===== src/rtl/serial_neg_pkg.sv =====
`default_nettype none
// +----------------------------------------------------------------------------+
// | serial_neg_pkg: shared types, default sizes and round-robin grant helper   |
// | Rev 1.0                                                                    |
// +----------------------------------------------------------------------------+
package serial_neg_pkg;

  localparam int DEF_W     = 8;
  localparam int DEF_N     = 4;
  localparam int RR_MAX_N  = 64;
  localparam int RR_IDXW   = $clog2(RR_MAX_N);

  typedef enum logic [1:0] {
    IDLE  = 2'd0,
    SHIFT = 2'd1,
    DONE  = 2'd2
  } state_t;

  // First valid requester found searching upward from last+1, wrapping at n.
  function automatic int unsigned rr_grant(input logic [RR_MAX_N-1:0] valid,
                                           input int unsigned         last,
                                           input int unsigned         n);
    int unsigned idx;
    logic        found;
    rr_grant = 0;
    found    = 1'b0;
    for (int unsigned i = 1; i <= RR_MAX_N; i++) begin
      if (!found && i <= n) begin
        idx = last + i;
        if (idx >= n) idx = idx - n;
        if (valid[idx[RR_IDXW-1:0]]) begin
          rr_grant = idx;
          found    = 1'b1;
        end
      end
    end
  endfunction

endpackage
`default_nettype wire


===== src/rtl/serial_negate_scheduler_if.sv =====
`default_nettype none
// +----------------------------------------------------------------------------+
// | serial_negate_scheduler_if: request/result bus between clients and engine  |
// | Rev 1.0                                                                    |
// +----------------------------------------------------------------------------+
interface serial_negate_scheduler_if #(
  parameter int W = 8,
  parameter int N = 4
);
  localparam int IDW = $clog2(N);

  logic [N-1:0]   req_valid;
  logic [N*W-1:0] req_data;
  logic [N-1:0]   req_ready;
  logic           res_valid;
  logic           res_ready;
  logic [W-1:0]   res_data;
  logic [IDW-1:0] res_id;
  logic           res_ovf;

  modport master (
    output req_valid, req_data, res_ready,
    input  req_ready, res_valid, res_data, res_id, res_ovf
  );

  modport slave (
    input  req_valid, req_data, res_ready,
    output req_ready, res_valid, res_data, res_id, res_ovf
  );
endinterface
`default_nettype wire


===== src/rtl/serial_neg_core.sv =====
`default_nettype none
// +----------------------------------------------------------------------------+
// | serial_neg_core: bit-serial two's-complement negation engine (LSB first)   |
// | Rev 1.0                                                                    |
// +----------------------------------------------------------------------------+
module serial_neg_core (
  input  wire logic clk,
  input  wire logic rst,
  input  wire logic clr,
  input  wire logic en,
  input  wire logic in_bit,
  output logic      out_bit,
  output logic      inv_mode
);

  logic r_inv;

  // Bits up to and including the first 1 pass unchanged; later bits invert.
  always_ff @(posedge clk or posedge rst) begin
    if (rst) begin
      r_inv <= 1'b0;
    end else if (clr) begin
      r_inv <= 1'b0;
    end else if (en && in_bit) begin
      r_inv <= 1'b1;
    end
  end

  assign out_bit  = in_bit ^ r_inv;
  assign inv_mode = r_inv;

endmodule
`default_nettype wire


===== src/rtl/serial_negate_scheduler.sv =====
`default_nettype none
// +----------------------------------------------------------------------------+
// | serial_negate_scheduler: round-robin sequencer sharing one serial negator  |
// | Rev 1.0                                                                    |
// +----------------------------------------------------------------------------+
module serial_negate_scheduler
  import serial_neg_pkg::*;
#(
  parameter int W = DEF_W,
  parameter int N = DEF_N
) (
  input  wire logic                  clk,
  input  wire logic                  rst,
  serial_negate_scheduler_if.slave   bus,
  output logic                       busy
);

  localparam int IDW  = $clog2(N);
  localparam int CNTW = $clog2(W);

  state_t          r_state;
  logic [W-1:0]    r_opnd_sr;
  logic [W-1:1]    r_res_sr;
  logic [W-1:0]    r_res_data;
  logic [IDW-1:0]  r_id;
  logic [IDW-1:0]  r_last;
  logic [CNTW-1:0] r_cnt;
  logic            r_res_valid;
  logic            r_ovf;

  logic [IDW-1:0]  w_grant;
  logic            w_accept;
  logic            w_out_bit;
  logic            w_inv_mode;
  logic            w_last_bit;
  logic [W-1:0]    w_res_next;

  assign w_grant    = IDW'(rr_grant(RR_MAX_N'(bus.req_valid), 32'(r_last), N));
  // Reset is folded in so no accept strobe is advertised while reset is held.
  assign w_accept   = (r_state == IDLE) && (|bus.req_valid) && !rst;
  assign w_last_bit = (r_cnt == CNTW'(W - 1));
  assign w_res_next = {w_out_bit, r_res_sr};

  always_comb begin
    bus.req_ready = '0;
    if (w_accept) bus.req_ready[w_grant] = 1'b1;
  end

  serial_neg_core u_core (
    .clk      (clk),
    .rst      (rst),
    .clr      (w_accept),
    .en       (r_state == SHIFT),
    .in_bit   (r_opnd_sr[0]),
    .out_bit  (w_out_bit),
    .inv_mode (w_inv_mode)
  );

  always_ff @(posedge clk or posedge rst) begin
    if (rst) begin
      r_state     <= IDLE;
      r_opnd_sr   <= '0;
      r_res_sr    <= '0;
      r_res_data  <= '0;
      r_id        <= '0;
      r_last      <= IDW'(N - 1);
      r_cnt       <= '0;
      r_res_valid <= 1'b0;
      r_ovf       <= 1'b0;
    end else begin
      case (r_state)
        IDLE: begin
          if (w_accept) begin
            r_opnd_sr <= bus.req_data[int'(w_grant)*W +: W];
            r_id      <= w_grant;
            r_last    <= w_grant;
            r_cnt     <= '0;
            r_state   <= SHIFT;
          end
        end
        SHIFT: begin
          r_opnd_sr <= {1'b0, r_opnd_sr[W-1:1]};
          r_res_sr  <= w_res_next[W-1:1];
          r_cnt     <= r_cnt + 1'b1;
          if (w_last_bit) begin
            // Still copying at the MSB means the operand was 100..0.
            r_ovf       <= !w_inv_mode && r_opnd_sr[0];
            r_res_data  <= w_res_next;
            r_res_valid <= 1'b1;
            r_state     <= DONE;
          end
        end
        DONE: begin
          if (bus.res_ready) begin
            r_res_valid <= 1'b0;
            r_state     <= IDLE;
          end
        end
        default: r_state <= IDLE;
      endcase
    end
  end

  assign bus.res_valid = r_res_valid;
  assign bus.res_data  = r_res_data;
  assign bus.res_id    = r_id;
  assign bus.res_ovf   = r_ovf;
  assign busy          = (r_state != IDLE);

endmodule
`default_nettype wire


===== src/flat_wrapper.sv =====
// flat-port wrapper written by rule: the top's interface ports become plain ports
module serial_negate_scheduler_flat import serial_neg_pkg::*;
#(
  parameter int W = DEF_W,
  parameter int N = DEF_N
)
  (clk, rst, busy, bus_req_valid, bus_req_data, bus_res_ready, bus_req_ready, bus_res_valid, bus_res_data, bus_res_id, bus_res_ovf);
  serial_negate_scheduler_if #(.W(W), .N(N)) bus_i ();
  input  wire logic clk;
  input  wire logic rst;
  output logic busy;
  input wire logic [$bits(bus_i.req_valid)-1:0] bus_req_valid;
  input wire logic [$bits(bus_i.req_data)-1:0] bus_req_data;
  input wire logic [$bits(bus_i.res_ready)-1:0] bus_res_ready;
  output wire logic [$bits(bus_i.req_ready)-1:0] bus_req_ready;
  output wire logic [$bits(bus_i.res_valid)-1:0] bus_res_valid;
  output wire logic [$bits(bus_i.res_data)-1:0] bus_res_data;
  output wire logic [$bits(bus_i.res_id)-1:0] bus_res_id;
  output wire logic [$bits(bus_i.res_ovf)-1:0] bus_res_ovf;
  assign bus_i.req_valid = bus_req_valid;
  assign bus_i.req_data = bus_req_data;
  assign bus_i.res_ready = bus_res_ready;
  assign bus_req_ready = bus_i.req_ready;
  assign bus_res_valid = bus_i.res_valid;
  assign bus_res_data = bus_i.res_data;
  assign bus_res_id = bus_i.res_id;
  assign bus_res_ovf = bus_i.res_ovf;
  serial_negate_scheduler #(.W(W), .N(N)) u_core (.clk(clk), .rst(rst), .bus(bus_i), .busy(busy));
endmodule

===== config.mk =====
export PLATFORM = sky130hd
export DESIGN_NAME = serial_negate_scheduler_flat
export DESIGN_NICKNAME = d
export VERILOG_FILES = /design/src/rtl/serial_neg_pkg.sv /design/src/rtl/serial_negate_scheduler_if.sv /design/src/rtl/serial_neg_core.sv /design/src/rtl/serial_negate_scheduler.sv /design/src/flat_wrapper.sv
export SDC_FILE = /design/constraint.sdc
export NUM_CORES = 1
export LEC_CHECK = 0
export BUFFER_PORTS_ARGS = -buffer_cell sky130_fd_sc_hd__buf_4
export CAP_MARGIN = 30
export CORE_MARGIN = 2
export CORE_UTILIZATION = 30
export DETAILED_ROUTE_END_ITERATION = 16
export GPL_TIMING_DRIVEN = 0
export HOLD_SLACK_MARGIN = 0.08
export PLACE_DENSITY = 0.63
export SETUP_SLACK_MARGIN = 0.5
export SLEW_MARGIN = 20
export SYNTH_ARGS = -nofsm -noshare
export SYNTH_HDL_FRONTEND = slang
export SYNTH_SLANG_ARGS = --single-unit
export TNS_END_PERCENT = 50

===== constraint.sdc =====
create_clock -name clk -period 2.7 [get_ports clk]
set_clock_uncertainty 0.05 [all_clocks]
set_input_delay 0.27 -clock clk [delete_from_list [all_inputs] [get_ports clk]]
set_output_delay 0.27 -clock clk [all_outputs]
set_load 0.02 [all_outputs]

Word-level counts from Yosys, hierarchy flattened
Index checks and enable logic that the tools add are counted.
{"block": "word_totals", "register_bits": 35, "in_bits": 39, "output_inout_bits": 17, "word_cells": 98}
{"block": "classes", "n_addsub": 9, "order_cmp": 10, "n_eq_ne": 6, "shifts": 1, "muxes": 43, "bitwise": 1, "reduce_logical": 18}
{"cell": "$ge 32x3->1 const B", "count": 4}
{"cell": "$mux 6", "count": 7}
{"cell": "$shiftx 32x6->8", "count": 1}
{"cell": "$lt 6x7->1 const B", "count": 4}
{"cell": "$bmux 1 s6", "count": 4}
{"cell": "$mux 2", "count": 10}
{"cell": "$pmux 8 s2", "count": 1}
{"cell": "$mux 1", "count": 14}
{"cell": "$sub 3x3->4 const B", "count": 3}
{"cell": "$mux 8", "count": 1}
{"cell": "$reduce_bool 2->1", "count": 4}
{"cell": "$add 2x2->3 const B", "count": 2}
{"cell": "$pmux 2 s3", "count": 1}
{"cell": "$pmux 3 s2", "count": 1}
{"cell": "$reduce_and 2->1", "count": 3}
{"cell": "$reduce_and 3->1", "count": 2}
{"cell": "$logic_and 1x1->1", "count": 5}
{"cell": "$sub 4x3->5 const B", "count": 1}
{"cell": "$add 2x3->4 const B", "count": 1}
{"cell": "$mux 4", "count": 1}
{"cell": "$ne 2x2->1 const B", "count": 2}
{"cell": "$reduce_or 4->1", "count": 1}
{"cell": "$add 2x1->3 const B", "count": 1}
{"cell": "$add 3x1->3 const B", "count": 1}
{"cell": "other kinds (12)", "count": 13}

Depth between registers and ports, before layout
{"block": "logic_depth", "ltp_word": 26, "depth_mapped": 11, "mapped_depth_nobuf": 8}

Cells and area by module
From an unflattened synthesis, not the netlist that was laid out.
{"block": "hier_totals", "cells_unflattened": 205, "hier_area_um2": 2048.2}
{"module": "serial_negate_scheduler", "instances": 1, "cells_each": 200, "area_per_inst_um2": 2001.9, "seq_area_each_um2": 853.3}
{"module": "serial_neg_core", "instances": 1, "cells_each": 5, "area_per_inst_um2": 46.3, "seq_area_each_um2": 25.0}

Worst setup path after synthesis
No wires, ideal clock.
{"block": "synth_timing", "path_kind": "register to output", "from": "register u_core.r_last[0]", "to": "output port bus_req_ready[1]", "arrival_time_ns": 2.515, "required_ns": 2.380, "slack_ns": -0.135, "stages_incl_launch_ff": 11, "path_buffers": 3, "cell_sequence": "dfstp_2 -> buf_6 -> inv_1 -> ha_1 -> buf_6 -> mux4_2 -> o211ai_2 -> or2_1 -> a41oi_2 -> buf_4 -> nor2_1"}
{"block": "synth_between", "elab_chain_len": 17, "elab_cells_between_ends": 45, "cone_classes": "8 x add/sub; 6 x order compare; 30 x mux; 1 x reduce/logical"}
{"item": "start, declared", "line": "serial_negate_scheduler.sv:26", "text": "logic [IDW-1:0] r_last;"}
{"item": "start signal, assigned", "line": "serial_negate_scheduler.sv:66", "text": "r_last <= IDW'(N - 1);"}
{"item": "start signal, assigned", "line": "serial_negate_scheduler.sv:76", "text": "r_last <= w_grant;"}
{"item": "$add 2x1->3 or $add 2x2->3 (tied branches)", "line": "serial_neg_pkg.sv:29", "text": "idx = last + i;"}
{"item": "$ge 32x3->1 or $sub 3x3->4 (tied branches)", "line": "serial_neg_pkg.sv:30", "text": "if (idx >= n) idx = idx - n;"}
{"item": "$mux 6", "line": "serial_neg_pkg.sv:30"}
{"item": "$bmux 1 s6 or $mux 6 (tied branches)", "line": "serial_neg_pkg.sv:31, serial_neg_pkg.sv:28"}
{"item": "$mux 1 (implied by the code) or $bmux 1 s6 (tied branches)", "line": "serial_neg_pkg.sv:31", "text": "if (valid[idx[RR_IDXW-1:0]]) begin"}
{"item": "$mux 2 or $mux 1 (tied branches)", "line": "serial_neg_pkg.sv:31"}
{"item": "$mux 2", "line": "serial_neg_pkg.sv:31"}
{"item": "$mux 2", "line": "serial_neg_pkg.sv:28", "text": "if (!found && i <= n) begin"}
{"item": "$mux 2", "line": "serial_neg_pkg.sv:31"}
{"item": "$mux 2", "line": "serial_neg_pkg.sv:28"}
{"item": "$mux 2", "line": "serial_neg_pkg.sv:31"}
{"item": "$mux 2 *", "line": "serial_neg_pkg.sv:28"}
{"item": "$lt 2x3->1 (implied by the code) or $ge 2x1->1 (tied branches)", "line": "serial_negate_scheduler.sv:46", "text": "if (w_accept) bus.req_ready[w_grant] = 1'b1;"}
{"item": "$logic_and 1x1->1 (implied by the code)", "line": "serial_negate_scheduler.sv:46"}
{"item": "$mux 1 (implied by the code)", "line": "serial_negate_scheduler.sv:46"}
{"item": "$demux 1 s2 *"}
{"item": "$mux 4 *", "line": "serial_negate_scheduler.sv:46"}
{"item": "end, declared", "line": "flat_wrapper.sv:15", "text": "output wire logic [$bits(bus_i.req_ready)-1:0] bus_req_ready;"}
Mark *: on every way between the ends. The rest lies on a longest branch, timed or not. The select of a mux whose other input is x is not followed.

Final worst setup path
{"block": "layout_timing", "from": "register u_core.r_last[0]", "to": "output port bus_req_ready[0]"}
The elaborated chain is that of the path after synthesis.

==> flow_metrics.tcl <==
set metrics [dict create \
    io_buffer_count 55 \
    end_kind "output pin" \
    drive_above_1_share 0.4393 \
    syn_area_um2 2019 \
    path_max_fanout 6 \
    yosysSeqAreaShare 0.4349 \
    fmax_mhz 340.7 \
    synth_top_area_share 0.4089 \
    whs_ns 0.06955 \
    root_buffer "clkbuf_8" \
    cts_buffers 5 \
    intPower_w 0.002477 \
    postPlaceCellArea_um2 2599 \
    power.net_switching_w 0.001701 \
    cts.sinks 35 \
    hpwl_mm 3.624 \
    vdd_drop_max_uv 528.6 \
    leakage_nw 1.434 \
    grt_usage 0.1437 \
    dieArea_um2 7404 \
    cp.arrival_ns 2.62 \
    ys_warn_count 0 \
    switching_share 0.4072 \
    violations "negative setup slack" \
    synth_area_per_cell_um2 10.10 \
    hold_viol 0 \
    min_period_ns 2.936 \
    clk_pin_slew_ns 0.08 \
    combinationalPowerShare 0.665 \
    fin_crit_sh 1.087 \
    cp-start-kind "flop" \
    synth_seq_cells 35 \
    viasPerCell 4.908 \
    io_pins 56 \
    synth_ff_type "dfrtp_1" \
    tritoncts "done" \
    cts_max_path_buffers 2 \
    place.gp.congestion 0.7627 \
    hold_class "in -> async" \
    fp.dieW_um 86.05 \
    drt_iter0_drc 50 \
    finalWorstSetupSlack_ns -0.2355 \
    yosysMostFrequentCell "nand2_1" \
    synth_mux_area_frac 0.1698 \
    worstMarginPinSlew_ns 0.7222 \
    num_antenna_cells 0 \
    drc_errors 0 \
    synth_fa_ha_area_frac 0.04957 \
    reg2reg_from "u_core.r_last[0]" \
    synth_fp_nets 247 \
    seqPwrFrac 0.216 \
    grt_pass1_vias 1798 \
    crit_required_ns 2.38 \
    slew_headroom 0.5141 \
    final_area_um2 2953 \
    drt_first_pass_iters 4 \
    clkPwrFrac 0.119 \
    status "complete, but fails checks" \
    drv_slew 0 \
    finalNetCount 326 \
    insertion_delay_ns 0.29 \
    finalSetupViolations 12 \
    synth_compound_area_frac 0.1623 \
    holdBufCountCts 0 \
    grt_max_degree 36 \
    rsz0062_at_grt "yes" \
    std_cell_rows 29 \
    synth_top_family_by_area "multiplexers" \
    synth_xor_area_frac 0 \
    drv_cap 0 \
    initial_utilization 0.3144 \
    postLayoutCoreUtil 0.4598 \
    synth-edff-count 0 \
    critPathKind "reg -> out" \
    postSynthCellCount 200 \
    htree_levels 2 \
    vias 1752 \
    core_um2 6422 \
    areaGrowthSynthToFinish_pct 46.22 \
    dpl_worst_slack_ns -0.2520 \
    drt-total-wl_mm 5.142 \
    yosysTopAreaCell "dfrtp_1" \
    synth-async-reset-ratio 1.000 \
    powerDensity_nw_per_um2 1415 \
    antenna_found_initial 0 \
    grt_overflow 0 \
    synth.distinct_cells 43 \
    ant_nets 0 \
    grt_pass1_wl_mm 8.480 \
    synth_commonest_cells "34 x nand2_1, 33 x dfrtp_1, 20 x mux2i_1" \
    avgRoutedWirePerCell_um 14.40 \
    synthSimpleGateAreaFrac 0.1406 \
    synth.area.top_cells "dfrtp_1 41%, mux2i_1 9.9%, nand2_1 6.3%" \
    chipHeight_um 86.05 \
    worstSetupStartpoint "u_core.r_last[0]" \
]
critical path: stages, from the launching register on:
cell and delay [ns]:
dfstp_2 0.56, buf_8 0.11, inv_6 0.03, ha_4 0.24, buf_6 0.11, mux4_2 0.51, o211ai_2 0.10, or2_1 0.16
a41o_1 0.30, nor2_4 0.07, buf_6 0.13
layer usage:
metal  vias to the layer above  wire, µm  track usage
met5                         -         0            0
met4                         0        69      0.04329
met2                        37      2572       0.2474
met1                       831      2266       0.1815
met3                         7       233      0.02887
li1                        877         -            -
state kept, by name, summed over array words and instances, names as in the netlist, 2 cells and up:
register,count
u_core.r_res_sr,7
u_core.r_opnd_sr,8
u_core.bus.res_id,2
u_core.r_state,2
u_core.r_last,2
u_core.r_cnt,3
u_core.bus.res_data,8
layout by cell type, fill, tap and decap left out, types with 2 or more instances in the layout:
cell      count
buf_4        65
nand2_1      34
dfrtp_1      33
mux2i_1      19
nor2_1        9
buf_6         8
mux2_2        7
a21oi_1       7
ha_1          7
clkbuf_8      6
clkbuf_1      4
inv_1         4
o21ai_0       4
o22ai_1       4
nor2_4        4
o21ai_1       4
a211oi_1      3
a22oi_1       3
o221ai_1      3
nor2b_1       2
or2_1         2
nor3_1        2
or3_4         2
and2_4        2
mux2_4        2
inv_2         2
o211ai_1      2
a221oi_1      2
a221oi_2      2
dfstp_2       2
final cells by class:
type                    instances  area [µm²]
clock inverters                 2       35.03
inverters                       7       31.28
fillers                       606        3470
repair buffers                 72       583.1
clock buffers                   6       82.58
flip-flops and latches         35       878.3
plain buffers                   9       77.57
multi-input cells             149        1169
well taps                      77       96.34
cell families (layout without fill, tap and decap cells):
| family | after synthesis | count (layout) |
|---|---|---|
| fa+ha+maj | 8 | 8 |
| buf+inv | 16 | 96 |
| flops | 35 | 35 |
| compound gates | 45 | 45 |
| mux | 31 | 31 |
| simple gates | 65 | 65 |
path summary, 6_finish.rpt:
kind                                          end  slack (ns)  cells past startpoint
max in group asynchronous  u_core.bus.res_data[4]        2.07                      2
min reg2reg                    u_core.r_res_sr[1]        0.43                      2
max                              bus_req_ready[0]       -0.24                     10
max reg2reg                   u_core.r_opnd_sr[1]       -0.17                     13
min in group clk                u_core.r_state[1]        0.17                      4
min                          u_core.bus.res_id[0]        0.07                      2
power by group through the flow:
stage                     Clock, W  Sequential [W]  Combinational [W]
after CTS                 0.000500        0.000906            0.00270
after detailed placement         0        0.000932            0.00212
final                     0.000497        0.000904            0.00278
after global placement           0        0.000928            0.00209
after floorplan                  0        0.000975            0.00155
after global routing      0.000520        0.000933            0.00301
metrics by stage:
stage          cells  setup TNS, ns  total power (W)
3_3_place_gp     332         -2.425         0.003019
5_1_grt          357         -2.593         0.004458
3_5_place_dp     332         -2.348         0.003052
6_report         357         -1.666         0.004178
4_1_cts          355         -1.922         0.004103
2_1_floorplan    200              0         0.002524
repair_timing:
item                       in CTS  in global routing
setup endpoints to repair      16                 16
cloned                          1                  0
gates resized for setup        18                  5
buffers inserted               14                  2
pin swaps                      13                  5
(Power assumes the default switching activity.)
